$ cat src/rtl/alu_seq_ctrl_if.sv
// Request/response bundle between the CPU control unit and the ALU sequencer.
// The control unit drives the master side; the sequencer implements the slave side.
interface alu_seq_ctrl_if;
  logic        start;
  logic [2:0]  op;
  logic [31:0] A;
  logic [31:0] B;
  logic        busy;
  logic        done;
  logic [31:0] res;
  logic        zero;
  logic        overflow;

  modport master (
    output start, op, A, B,
    input  busy, done, res, zero, overflow
  );

  modport slave (
    input  start, op, A, B,
    output busy, done, res, zero, overflow
  );
endinterface

$ cat src/rtl/alu_seq_ctrl.sv
// Multi-cycle ALU sequencer: single-cycle logic/arith ops plus iterative
// shift (1 bit/cycle) and shift-add multiply, with a start/busy/done handshake.
module alu_seq_ctrl (
  input  logic          clk,
  input  logic          rst,
  alu_seq_ctrl_if.slave bus
);

  localparam logic [1:0] S_IDLE = 2'd0;
  localparam logic [1:0] S_EXEC = 2'd1;
  localparam logic [1:0] S_DONE = 2'd2;

  localparam logic [2:0] OP_AND = 3'b000;
  localparam logic [2:0] OP_OR  = 3'b001;
  localparam logic [2:0] OP_ADD = 3'b010;
  localparam logic [2:0] OP_SLL = 3'b011;
  localparam logic [2:0] OP_SRL = 3'b100;
  localparam logic [2:0] OP_MUL = 3'b101;
  localparam logic [2:0] OP_SUB = 3'b110;
  localparam logic [2:0] OP_SLT = 3'b111;

  logic [1:0]  state;
  logic [5:0]  cnt;
  logic [2:0]  op_q;
  // wa: operand A, shift working register, or MUL multiplicand
  // wb: operand B, or MUL multiplier
  logic [31:0] wa;
  logic [31:0] wb;
  logic [31:0] acc;
  logic [31:0] res_q;
  logic        zero_q;
  logic        ovf_q;

  logic [31:0] sum;
  logic [31:0] diff;
  logic [31:0] alu_val;
  logic [31:0] sh_next;
  logic [31:0] acc_next;
  logic [31:0] fin_val;
  logic        fin_ovf;
  logic        finish;
  logic        ovf_add;
  logic        ovf_sub;
  logic        slt;
  logic [5:0]  cnt_load;

  always_comb begin
    sum      = wa + wb;
    diff     = wa - wb;
    slt      = $signed(wa) < $signed(wb);
    ovf_add  = (wa[31] == wb[31]) && (sum[31] != wa[31]);
    ovf_sub  = (wa[31] != wb[31]) && (diff[31] != wa[31]);
    sh_next  = (op_q == OP_SLL) ? (wa << 1) : (wa >> 1);
    acc_next = acc + (wb[0] ? wa : '0);

    alu_val = '0;
    case (op_q)
      OP_AND:  alu_val = wa & wb;
      OP_OR:   alu_val = wa | wb;
      OP_ADD:  alu_val = sum;
      OP_SUB:  alu_val = diff;
      OP_SLT:  alu_val = {31'b0, slt};
      default: alu_val = '0;
    endcase

    // Single-cycle ops load cnt=1, so they finish on the first EXEC cycle;
    // a shift loaded with 0 also finishes immediately and returns A untouched.
    finish = (cnt <= 6'd1);

    fin_val = alu_val;
    fin_ovf = 1'b0;
    case (op_q)
      OP_SLL, OP_SRL: fin_val = (cnt == 6'd0) ? wa : sh_next;
      OP_MUL:         fin_val = acc_next;
      OP_ADD:         fin_ovf = ovf_add;
      OP_SUB:         fin_ovf = ovf_sub;
      default:        fin_ovf = 1'b0;
    endcase
  end

  always_comb begin
    cnt_load = 6'd1;
    case (bus.op)
      OP_MUL:         cnt_load = 6'd32;
      OP_SLL, OP_SRL: cnt_load = {1'b0, bus.B[4:0]};
      default:        cnt_load = 6'd1;
    endcase
  end

  always_ff @(posedge clk) begin
    if (rst) begin
      state  <= S_IDLE;
      cnt    <= '0;
      op_q   <= '0;
      wa     <= '0;
      wb     <= '0;
      acc    <= '0;
      res_q  <= '0;
      zero_q <= 1'b1;
      ovf_q  <= 1'b0;
    end else begin
      case (state)
        S_IDLE, S_DONE: begin
          if (bus.start) begin
            op_q  <= bus.op;
            wa    <= bus.A;
            wb    <= bus.B;
            acc   <= '0;
            cnt   <= cnt_load;
            state <= S_EXEC;
          end else begin
            state <= S_IDLE;
          end
        end
        S_EXEC: begin
          if (finish) begin
            res_q  <= fin_val;
            zero_q <= ~|fin_val;
            ovf_q  <= fin_ovf;
            cnt    <= '0;
            state  <= S_DONE;
          end else begin
            cnt <= cnt - 6'd1;
            if (op_q == OP_MUL) begin
              acc <= acc_next;
              wa  <= wa << 1;
              wb  <= wb >> 1;
            end else begin
              wa <= sh_next;
            end
          end
        end
        default: state <= S_IDLE;
      endcase
    end
  end

  assign bus.busy     = (state == S_EXEC);
  assign bus.done     = (state == S_DONE);
  assign bus.res      = res_q;
  assign bus.zero     = zero_q;
  assign bus.overflow = ovf_q;

endmodule

$ cat src/flat_wrapper.sv
// flat-port wrapper written by rule: the top's interface ports become plain ports
module alu_seq_ctrl_flat 
  (clk, rst, bus_start, bus_op, bus_A, bus_B, bus_busy, bus_done, bus_res, bus_zero, bus_overflow);
  alu_seq_ctrl_if bus_i ();
  input  logic clk;
  input  logic rst;
  input wire logic [$bits(bus_i.start)-1:0] bus_start;
  input wire logic [$bits(bus_i.op)-1:0] bus_op;
  input wire logic [$bits(bus_i.A)-1:0] bus_A;
  input wire logic [$bits(bus_i.B)-1:0] bus_B;
  output wire logic [$bits(bus_i.busy)-1:0] bus_busy;
  output wire logic [$bits(bus_i.done)-1:0] bus_done;
  output wire logic [$bits(bus_i.res)-1:0] bus_res;
  output wire logic [$bits(bus_i.zero)-1:0] bus_zero;
  output wire logic [$bits(bus_i.overflow)-1:0] bus_overflow;
  assign bus_i.start = bus_start;
  assign bus_i.op = bus_op;
  assign bus_i.A = bus_A;
  assign bus_i.B = bus_B;
  assign bus_busy = bus_i.busy;
  assign bus_done = bus_i.done;
  assign bus_res = bus_i.res;
  assign bus_zero = bus_i.zero;
  assign bus_overflow = bus_i.overflow;
  alu_seq_ctrl u_core (.clk(clk), .rst(rst), .bus(bus_i));
endmodule
$ cat config.mk
export PLATFORM = sky130hd
export DESIGN_NAME = alu_seq_ctrl_flat
export DESIGN_NICKNAME = d
export VERILOG_FILES = /design/src/rtl/alu_seq_ctrl_if.sv /design/src/rtl/alu_seq_ctrl.sv /design/src/flat_wrapper.sv
export SDC_FILE = /design/constraint.sdc
export NUM_CORES = 1
export LEC_CHECK = 0
export CORE_MARGIN = 2
export CORE_UTILIZATION = 27
export DETAILED_ROUTE_END_ITERATION = 10
export HOLD_SLACK_MARGIN = 0.06
export PLACE_DENSITY = 0.43
export SKIP_LAST_GASP = 1
export SLEW_MARGIN = 0
export SYNTH_ARGS = -nofsm -noshare
export SYNTH_HDL_FRONTEND = slang
export SYNTH_SLANG_ARGS = --single-unit
$ cat constraint.sdc
create_clock -name clk -period 6.2 [get_ports clk]
set_clock_uncertainty 0.1 [all_clocks]
set_input_delay 0.93 -clock clk [delete_from_list [all_inputs] [get_ports clk]]
set_output_delay 0.93 -clock clk [all_outputs]
set_load 0.02 [all_outputs]
==> results of run 1 <==
==> area by class of cell <==
cell class	count	area (um^2)
Inverter	112	422
Antenna cell	1	2.50
Multi-Input combinational cell	1695	10600
Clock buffer	17	425
Fill cell	5800	36000
Tap cell	688	861
Timing Repair Buffer	151	1410
Sequential cell	141	2830
Clock inverter	15	169
==> sequential cells by signal (all words and copies together), names as in the netlist, 2 cells and up <==
name,flops
u_core.acc,32
u_core.bus.res,32
u_core.wa,32
u_core.wb,32
u_core.cnt,6
u_core.op_q,3
u_core.state,2
==> worst paths after layout <==
kind	to	slack, ns
setup / recovery	u_core.bus.zero	1.17
hold / removal	u_core.acc[3]	0.36
setup reg to reg	u_core.bus.zero	1.17
hold reg to reg	u_core.acc[3]	0.36
==> power by group <==
group | internal (mW) | total (mW) | switching [mW] | leakage [nW]
Sequential | 1.00 | 1.17 | 0.169 | 1.15
Combinational | 0.733 | 2.18 | 1.45 | 4.74
Clock | 0.571 | 1.08 | 0.512 | 0.287
Total | 2.31 | 4.44 | 2.13 | 6.18
==> cells by family (layout without fill, tap and decap cells) <==
group           Yosys count  after routing  synth area share (%)
mux                      12             12                 0.834
simple gates            835            835                  26.1
compound gates          663            663                  31.3
flops                   141            141                  19.6
buf+inv                 266            295                  7.24
xor+xnor                 49             49                  2.98
other cells               0              1                     0
fa+ha+maj               136            136                  12.0
==> cells in the final DEF, fill, tap and decap left out, types with 19 or more instances in the layout <==
master           Yosys  routed
a21o_1              19      19
nand3_1             66      66
buf_4                2      46
a211oi_1            38      38
nand4_1             25      25
a221oi_1            20      20
o211ai_1            24      24
nor2_1             316     313
clkdlybuf4s50_1      0     104
inv_1              110     109
ha_1               133     133
a31oi_1             31      31
a22oi_1             36      36
a311oi_1            59      59
nand2_1            244     244
a21oi_1            179     177
nor3_1              67      67
o21ai_0            103     103
xnor2_1             32      32
dfxtp_1            141     139
==> critical path, cell delays in order, from the launching register on <==
cell	delay [ns]
dfxtp_1	0.51
inv_1	0.23
ha_1	0.35
a211oi_1	0.39
o21ai_1	0.27
a21boi_1	0.41
o21bai_1	0.24
a221o_1	0.41
a2111oi_0	0.87
nand4_1	0.35
nor4_2	0.42
and4_1	0.26
a31o_1	0.14
==> layer usage <==
layer / track usage, % / vias to the layer above
met5: 0 / -
met2: 38.7 / 633
li1: - / 7672
met1: 32.7 / 7904
met3: 5.37 / 133
met4: 10.8 / 2
==> through the flow <==
stage,utilization (%),hold slack (ns),total power [mW]
final,31.7,0.362,4.44
after global routing,31.7,0.404,4.69
after CTS,31.7,0.364,4.43
after floorplan,-,0.336,2.53
after detailed placement,30.6,0.353,3.32
after global placement,30.6,0.346,3.33
==> flow_metrics.env, run 1 <==
export IMPL_hold_violations=0
export IMPL_yosysWarnings=0
export IMPL_worst_slew_pin_slew_ns=0.960
export IMPL_wl_per_cell_um=24.8
export IMPL_dr_wl_met2_um=30600
export IMPL_die_w_um=235
export IMPL_crit_arrival_ns=5.36
export IMPL_cts_tree="yes"
export IMPL_synth_fp_nets=2308
export IMPL_synth_async_reset_ratio_pct=0
export IMPL_rsz0062_at_grt="false"
export IMPL_cellPowerDensity_nw_per_um2=266
export IMPL_io_pins=106
export IMPL_avgSynthCellArea_um2=6.85
export IMPL_port_buffers=105
export IMPL_crit_type="register to register"
export IMPL_relSlewSlack_pct=34.3
export IMPL_globalRoute_totalOverflow=0
export IMPL_max_freq_mhz=199
export IMPL_tns_ns=0
export IMPL_fin_nets=2324
export IMPL_crit_required_ns=6.53
export IMPL_dp_hpwl_um=54600
export IMPL_ant_nets=0
export IMPL_clkLatencyLatePin_ns=0.50
export IMPL_finalNonFillerCells=2820
export IMPL_cp_max_fo=8
export IMPL_cts_htree_levels=4
export IMPL_drtPass1Iterations=7
export IMPL_fin_ws_ns=1.17
export IMPL_dpl_cell_area_um2=16100
export IMPL_post_route_cells_drive_above_1_share_pct=5.87
export IMPL_wl_um=69800
export IMPL_hp_start="u_core.acc[3]"
export IMPL_startpoint_type="register"
export IMPL_initial_core_util_pct=27.4
export IMPL_met1_length_um=31500
export IMPL_post_cts_setup_buffer_count=0
export IMPL_drt_vias_per_instance=5.80
export IMPL_grt_pass1_vias=15884
export IMPL_top_layer="met5"
export IMPL_dp_slack_ns=1.32
export IMPL_synth_seq_cells=141
export IMPL_ir_drop_uv=211
export IMPL_synth_top_area_share_pct=19.6
export IMPL_vias=16344
export IMPL_drc=0
export IMPL_dominantRegCellSynth="dfxtp_1"
export IMPL_yosysSeqAreaShare_pct=19.6
export IMPL_period_needed_ns=5.03
export IMPL_min_path_type="register to register"
export IMPL_status="complete, no violations"
export IMPL_area_growth_syn_to_layout_pct=16.0
export IMPL_drv_cap=0
export IMPL_synth_edff_count=0
export IMPL_yosysMostFrequentCell="nor2_1"
export IMPL_antenna_found_initial=1
export IMPL_die_h_um=235
export IMPL_synth_common_cells="nor2_1, nand2_1, a21oi_1"
export IMPL_leakage_nw=6.18
export IMPL_first_iter_violations=1513
export IMPL_cts_hold_buf=0
export IMPL_grt_pass1_wl_um=103000
export IMPL_end_kind="register"
export IMPL_synth_area_leaders="dfxtp_1, ha_1, nor2_1"
export IMPL_place_inst=2787
export IMPL_slew_violations=0
export IMPL_track_usage_pct=24.8
export IMPL_rows=84
export IMPL_holdPathStages=2
export IMPL_period_share_pct=81.1
export IMPL_rr_worst_depth=12
export IMPL_ctsResizeCount=0
export IMPL_core_um2=52700
export IMPL_setup_viol=0
export IMPL_clock_path_buffers=2
export IMPL_final_cell_area_um2=16700
export IMPL_grt_max_degree=80
export IMPL_startpoint="u_core.wa[1]"
export IMPL_cts_made_buffers=17
export IMPL_place_congestion=0.966
export IMPL_clkTransAtPathRegs_ns=0.08
export IMPL_wl_met3_um=4790
export IMPL_yosysTopAreaCell="dfxtp_1"
export IMPL_synth_cell_types=92
export IMPL_synth_cells=2102
export IMPL_r2r_start="u_core.wa[1]"
export IMPL_synth_area_um2=14400
export IMPL_clockRootBuffer="clkbuf_16"
export IMPL_dieArea_um2=55200
export IMPL_cts_sinks=141
No activity file was read; power rests on OpenSTA's default activity.
==> inputs of run 2 (changes only) <==
--- a/config.mk
+++ b/config.mk
@@ -9,7 +9,7 @@
 export CORE_UTILIZATION = 27
 export DETAILED_ROUTE_END_ITERATION = 10
 export HOLD_SLACK_MARGIN = 0.06
-export PLACE_DENSITY = 0.43
+export PLACE_DENSITY = 0.44
 export SKIP_LAST_GASP = 1
 export SLEW_MARGIN = 0
 export SYNTH_ARGS = -nofsm -noshare
==> constraint.sdc (replaced) <==
create_clock -name clk -period 4.1 [get_ports clk]
set_clock_uncertainty 0.1 [all_clocks]
set_input_delay 0.615 -clock clk [delete_from_list [all_inputs] [get_ports clk]]
set_output_delay 0.615 -clock clk [all_outputs]
set_load 0.02 [all_outputs]
==> flow_metrics.env, run 2 (synthesis results as in run 1) <==
export IMPL_ir_drop_uv=345
export IMPL_end_kind="register"
export IMPL_cts_tree="yes"
export IMPL_worst_slew_pin_slew_ns=0.927
export IMPL_critPathMostFrequentCell="buf_4"
export IMPL_place_congestion=0.993
export IMPL_startpoint="u_core.wb[0]"
export IMPL_crit_family="simple AND/OR/NAND/NOR gates"
export IMPL_tns_ns=0
export IMPL_rsz0062_at_grt="true"
export IMPL_fin_nets=2641
export IMPL_period_needed_ns=4.06
export IMPL_ant_nets=0
export IMPL_cts_htree_levels=4
export IMPL_drv_cap=0
export IMPL_drtPass1Iterations=8
export IMPL_antenna_cells=0
export IMPL_hold_slack_ns=0.364
export IMPL_min_path_type="register to register"
export IMPL_cellPowerDensity_nw_per_um2=387
export IMPL_dp_slack_ns=-0.125
export IMPL_post_route_cells_drive_above_1_share_pct=21.6
export IMPL_grt_pass1_vias=16746
export IMPL_clkTransAtPathRegs_ns=0.07
export IMPL_initial_core_util_pct=27.4
export IMPL_status="complete, no violations"
export IMPL_grt_pass1_wl_um=110000
export IMPL_r2r_start="u_core.wb[0]"
export IMPL_cts_sinks=141
export IMPL_setup_viol=0
export IMPL_track_usage_pct=26.5
export IMPL_dieArea_um2=55200
export IMPL_power_mw=7.63
export IMPL_slowest_stage="dfxtp_4"
export IMPL_vias=17421
export IMPL_first_iter_violations=1707
export IMPL_r2r_end="u_core.bus.zero"
export IMPL_endpoint="u_core.bus.zero"
export IMPL_die_w_um=235
export IMPL_startpoint_type="register"
export IMPL_core_um2=52700
export IMPL_globalRoute_totalOverflow=0
export IMPL_wl_per_cell_um=24.1
export IMPL_drt_vias_per_instance=5.56
export IMPL_rows=84
export IMPL_ff2ff_setup_slack_ns=0.04
export IMPL_slew_violations=0
export IMPL_drc=0
export IMPL_crit_arrival_ns=4.39
export IMPL_period_share_pct=99.0
export IMPL_crit_buf_inv=6
export IMPL_cp_cell_sequence="clkinvlp_4 > buf_12 > nor2_4 > ha_4 > a211oi_4 > buf_4 > o31ai_4 > buf_6 > xor2_1 > a22oi_1 > o211ai_1 > nor4_4 > buf_4 > o2111a_1 > nand4bb_1 > nor4_2 > buf_4 > and4_4 > a31o_1"
export IMPL_relSlewSlack_pct=37.7
export IMPL_cp_max_fo=3
export IMPL_layout_commonest_cell="buf_4"
export IMPL_dpl_cell_area_um2=18400
export IMPL_crit_required_ns=4.43
export IMPL_fin_ws_ns=0.0430
export IMPL_clockRootBuffer="clkbuf_16"
export IMPL_layout_common_cells="buf_4, nor2_1, nand2_1"
export IMPL_cts_hold_buf=0
export IMPL_die_h_um=235
export IMPL_clkLatencyLatePin_ns=0.50
export IMPL_grt_max_degree=85
export IMPL_leakage_nw=7.86
export IMPL_port_buffers=105
export IMPL_final_cell_area_um2=19700
export IMPL_wl_um=75500
export IMPL_cp_num_cells=19
export IMPL_antenna_found_initial=0
export IMPL_rr_worst_depth=19
export IMPL_cts_made_buffers=17
export IMPL_hold_violations=0
export IMPL_crit_type="register to register"
export IMPL_cp_slowest_stage_delay_ns=0.37
export IMPL_dp_hpwl_um=59900
export IMPL_clock_path_buffers=2
export IMPL_area_growth_syn_to_layout_pct=36.8
export IMPL_max_freq_mhz=246
export IMPL_io_pins=106
-- run 2: worst min-delay path by stage --
stage / slack [ns] / endpoint / from / depth (start not counted)
finish: 0.36 / u_core.acc[22] / u_core.acc[22] / 2
CTS: 0.36 / u_core.acc[0] / u_core.acc[0] / 2
detailed placement: 0.35 / u_core.acc[0] / u_core.acc[0] / 2
global placement: 0.34 / u_core.acc[5] / u_core.acc[5] / 2
global route: 0.39 / u_core.acc[22] / u_core.acc[22] / 2
floorplan: 0.34 / u_core.acc[0] / u_core.acc[0] / 2
-- run 2: metrics by stage --
step	utilization (%)	cells
final	37.4	3135
after global routing	37.4	3135
after CTS	36.2	3124
after detailed placement	35.0	3091
after global placement	35.0	3091
after floorplan	-	2102
-- run 2: final cells by class --
type / count / area [um^2]
Clock inverter: 12 / 100
Inverter: 112 / 425
Fill cell: 5590 / 33000
Multi-Input combinational cell: 1695 / 11200
Timing Repair Buffer: 468 / 3880
Tap cell: 688 / 861
Sequential cell: 141 / 2830
Clock buffer: 19 / 453
-- run 2: worst register-to-register path, stage by stage (launching register included) --
cell and delay (ns):
dfxtp_4 0.37, clkinvlp_4 0.12, buf_12 0.16, nor2_4 0.13, ha_4 0.23, a211oi_4 0.26
buf_4 0.17, o31ai_4 0.08, buf_6 0.14, xor2_1 0.16, a22oi_1 0.20, o211ai_1 0.19
nor4_4 0.31, buf_4 0.15, o2111a_1 0.22, nand4bb_1 0.17, nor4_2 0.29, buf_4 0.17
and4_4 0.23, a31o_1 0.13
-- run 2: report_power, final --
part           switching (mW)  internal [mW]
Sequential              0.115           1.52
Combinational            2.66           1.79
Clock                   0.731          0.814
Total                    3.50           4.12
-- run 2: repair_timing --
item                                    CTS  global route
setup buffers                             2            10
resized for setup                        15           106
pin swaps                                 2            32
endpoints found under the setup margin    2             8
gates cloned                              0             2
-- run 2: layer usage --
metal	vias to the layer above	share of wire, %	wire length, um	GRT usage (%)
met5	-	0	0	0
met1	8379	46	34600	36.6
met3	112	7.2	5470	4.97
met2	642	43	32400	40.1
met4	0	4.0	3030	11.4
li1	8288	-	-	-
==> inputs of run 3 (changes only) <==
--- a/config.mk
+++ b/config.mk
@@ -7,11 +7,12 @@
 export LEC_CHECK = 0
 export CORE_MARGIN = 2
 export CORE_UTILIZATION = 27
+export CTS_CLUSTER_SIZE = 24
 export DETAILED_ROUTE_END_ITERATION = 10
 export HOLD_SLACK_MARGIN = 0.06
-export PLACE_DENSITY = 0.44
 export SKIP_LAST_GASP = 1
 export SLEW_MARGIN = 0
 export SYNTH_ARGS = -nofsm -noshare
 export SYNTH_HDL_FRONTEND = slang
 export SYNTH_SLANG_ARGS = --single-unit
+export TNS_END_PERCENT = 50
==> flow_metrics.env, run 3 (synthesis results as in run 1) <==
export IMPL_status="complete, no violations"
export IMPL_first_iter_violations=1768
export IMPL_area_growth_syn_to_layout_pct=31.5
export IMPL_crit_required_ns=4.41
export IMPL_cts_hold_buf=0
export IMPL_p_sw_share_pct=45.9
export IMPL_ir_drop_uv=256
export IMPL_period_share_pct=96.7
export IMPL_p_int_mw=4.09
export IMPL_io_pins=106
export IMPL_grt_pass1_vias=16580
export IMPL_grt_use_met2_pct=39.3
export IMPL_cts_made_buffers=17
export IMPL_cellPowerDensity_nw_per_um2=399
export IMPL_finalNonFillerCells=3071
export IMPL_clock_path_buffers=2
export IMPL_drc=0
export IMPL_setup_viol=0
export IMPL_antenna_found_initial=3
export IMPL_power_frac_comb_pct=56.6
export IMPL_p_sw_mw=3.46
export IMPL_cp_max_fo=5
export IMPL_cts_sinks=141
export IMPL_wl_per_cell_um=23.5
export IMPL_ant_nets=0
export IMPL_min_path_type="register to register"
export IMPL_vias=17461
export IMPL_r2r_start="u_core.wb[0]"
export IMPL_track_usage_pct=25.2
export IMPL_crit_type="register to register"
export IMPL_rows=84
export IMPL_end_kind="register"
export IMPL_relSlewSlack_pct=41.2
export IMPL_crit_arrival_ns=4.28
export IMPL_slowest_stage="fa_2"
export IMPL_worst_slew_pin_slew_ns=0.874
export IMPL_crit_buf_inv=1
export IMPL_place_inst=3026
export IMPL_die_w_um=235
export IMPL_grt_pass1_wl_um=106000
export IMPL_fin_ws_ns=0.134
export IMPL_use_met1_pct=34.0
export IMPL_slew_violations=0
export IMPL_die_h_um=235
export IMPL_r2r_end="u_core.bus.zero"
export IMPL_dp_hpwl_um=57800
export IMPL_clkTransAtPathRegs_ns=0.07
export IMPL_cts_tree="yes"
export IMPL_rr_worst_depth=14
export IMPL_fin_nets=2575
export IMPL_crit_family="simple AND/OR/NAND/NOR gates"
export IMPL_leakage_nw=7.50
export IMPL_drt_vias_per_instance=5.69
export IMPL_port_buffers=105
export IMPL_core_um2=52700
export IMPL_cp_num_cells=14
export IMPL_startpoint_type="register"
export IMPL_dp_slack_ns=-0.155
export IMPL_clkLatencyLatePin_ns=0.47
export IMPL_layout_common_cells="nor2_1, buf_4, nand2_1"
export IMPL_use_met3_pct=4.53
export IMPL_globalRoute_totalOverflow=0
export IMPL_ff2ff_setup_slack_ns=0.13
export IMPL_cts_htree_levels=4
export IMPL_p_clk_share_pct=21.6
export IMPL_critPathMostFrequentCell="nor4_2"
export IMPL_p_seq_share_pct=21.8
export IMPL_cp_cell_sequence="ha_4 > ha_1 > fa_2 > a211oi_1 > o31a_1 > a221oi_1 > nand4b_1 > nor4_2 > o2111a_1 > nand4bb_1 > nor4_2 > buf_4 > and4_1 > a31o_1"
export IMPL_wl_um=72100
export IMPL_drv_cap=0
export IMPL_top_usage_layer="met2"
export IMPL_startpoint="u_core.wb[0]"
export IMPL_period_needed_ns=3.97
export IMPL_place_congestion=0.997
export IMPL_cp_slowest_stage_delay_ns=0.49
export IMPL_endpoint="u_core.bus.zero"
export IMPL_dieArea_um2=55200
export IMPL_post_route_cells_drive_above_1_share_pct=17.8
export IMPL_clockRootBuffer="clkbuf_16"
export IMPL_grt_max_degree=87
export IMPL_hold_violations=0
export IMPL_initial_core_util_pct=27.4
export IMPL_layout_commonest_cell="nor2_1"
export IMPL_max_freq_mhz=252
export IMPL_drtPass1Iterations=6
-- run 3: repair_timing --
action | 4_1_cts | 5_1_grt
resized for setup | 21 | 50
setup endpoints to repair | 1 | 7
setup buffers | 3 | 9
pin swaps | 4 | 19
-- run 3: worst register-to-register path: cells and delay by family (launching register included) --
family	cells	cell delay (ns)
buffers and inverters	1	0.17
and+or+nand+nor	5	1.37
AOI/OAI and AO/OA	5	1.02
adders and majority gates	3	0.89
DFF	1	0.37
-- run 3: how the worst min path moves through the flow --
stage	start	to	slack, ns	cells past startpoint
detailed placement	u_core.acc[22]	u_core.acc[22]	0.36	2
floorplan	u_core.acc[0]	u_core.acc[0]	0.34	2
finish	u_core.acc[22]	u_core.acc[22]	0.37	2
CTS	u_core.acc[3]	u_core.acc[3]	0.37	2
global route	u_core.acc[3]	u_core.acc[3]	0.39	2
global placement	u_core.acc[22]	u_core.acc[22]	0.35	2
-- run 3: routing by layer --
metal / share of wire [%] / wire length (um)
met5: 0 / 0
met4: 4.3 / 3080
met3: 8.1 / 5850
met2: 44 / 31500
met1: 44 / 31600
-- run 3: power by group through the flow --
| stage | Combinational [mW] | Sequential (mW) | Clock, mW |
|---|---|---|---|
| 2_1_floorplan | 2.10 | 1.73 | 0 |
| 3_3_place_gp | 4.03 | 1.66 | 0 |
| 3_5_place_dp | 4.03 | 1.67 | 0 |
| 4_1_cts | 4.10 | 1.63 | 1.66 |
| 5_1_grt | 4.56 | 1.66 | 1.71 |
| 6_report | 4.28 | 1.64 | 1.63 |
-- run 3: cell type report --
type / count / area, um^2
Clock inverter: 13 / 146
Clock buffer: 19 / 453
Fill cell: 5629 / 33700
Multi-Input combinational cell: 1695 / 10900
Sequential cell: 141 / 2830
Tap cell: 688 / 861
Timing Repair Buffer: 402 / 3350
Antenna cell: 1 / 2.50
Inverter: 112 / 422
-- run 3: metrics by stage --
stage | area (um^2) | TNS (ns) | hold slack, ns | total power, mW | util [%]
final | 18900 | 0 | 0.371 | 7.55 | 36.0
after global routing | 18900 | -0.0271 | 0.387 | 7.93 | 36.0
after CTS | 18700 | 0 | 0.369 | 7.39 | 35.5
after detailed placement | 17900 | -0.155 | 0.358 | 5.69 | 34.1
after global placement | 17900 | -0.137 | 0.350 | 5.70 | 34.1
after floorplan | 14400 | 0 | 0.336 | 3.82 | -
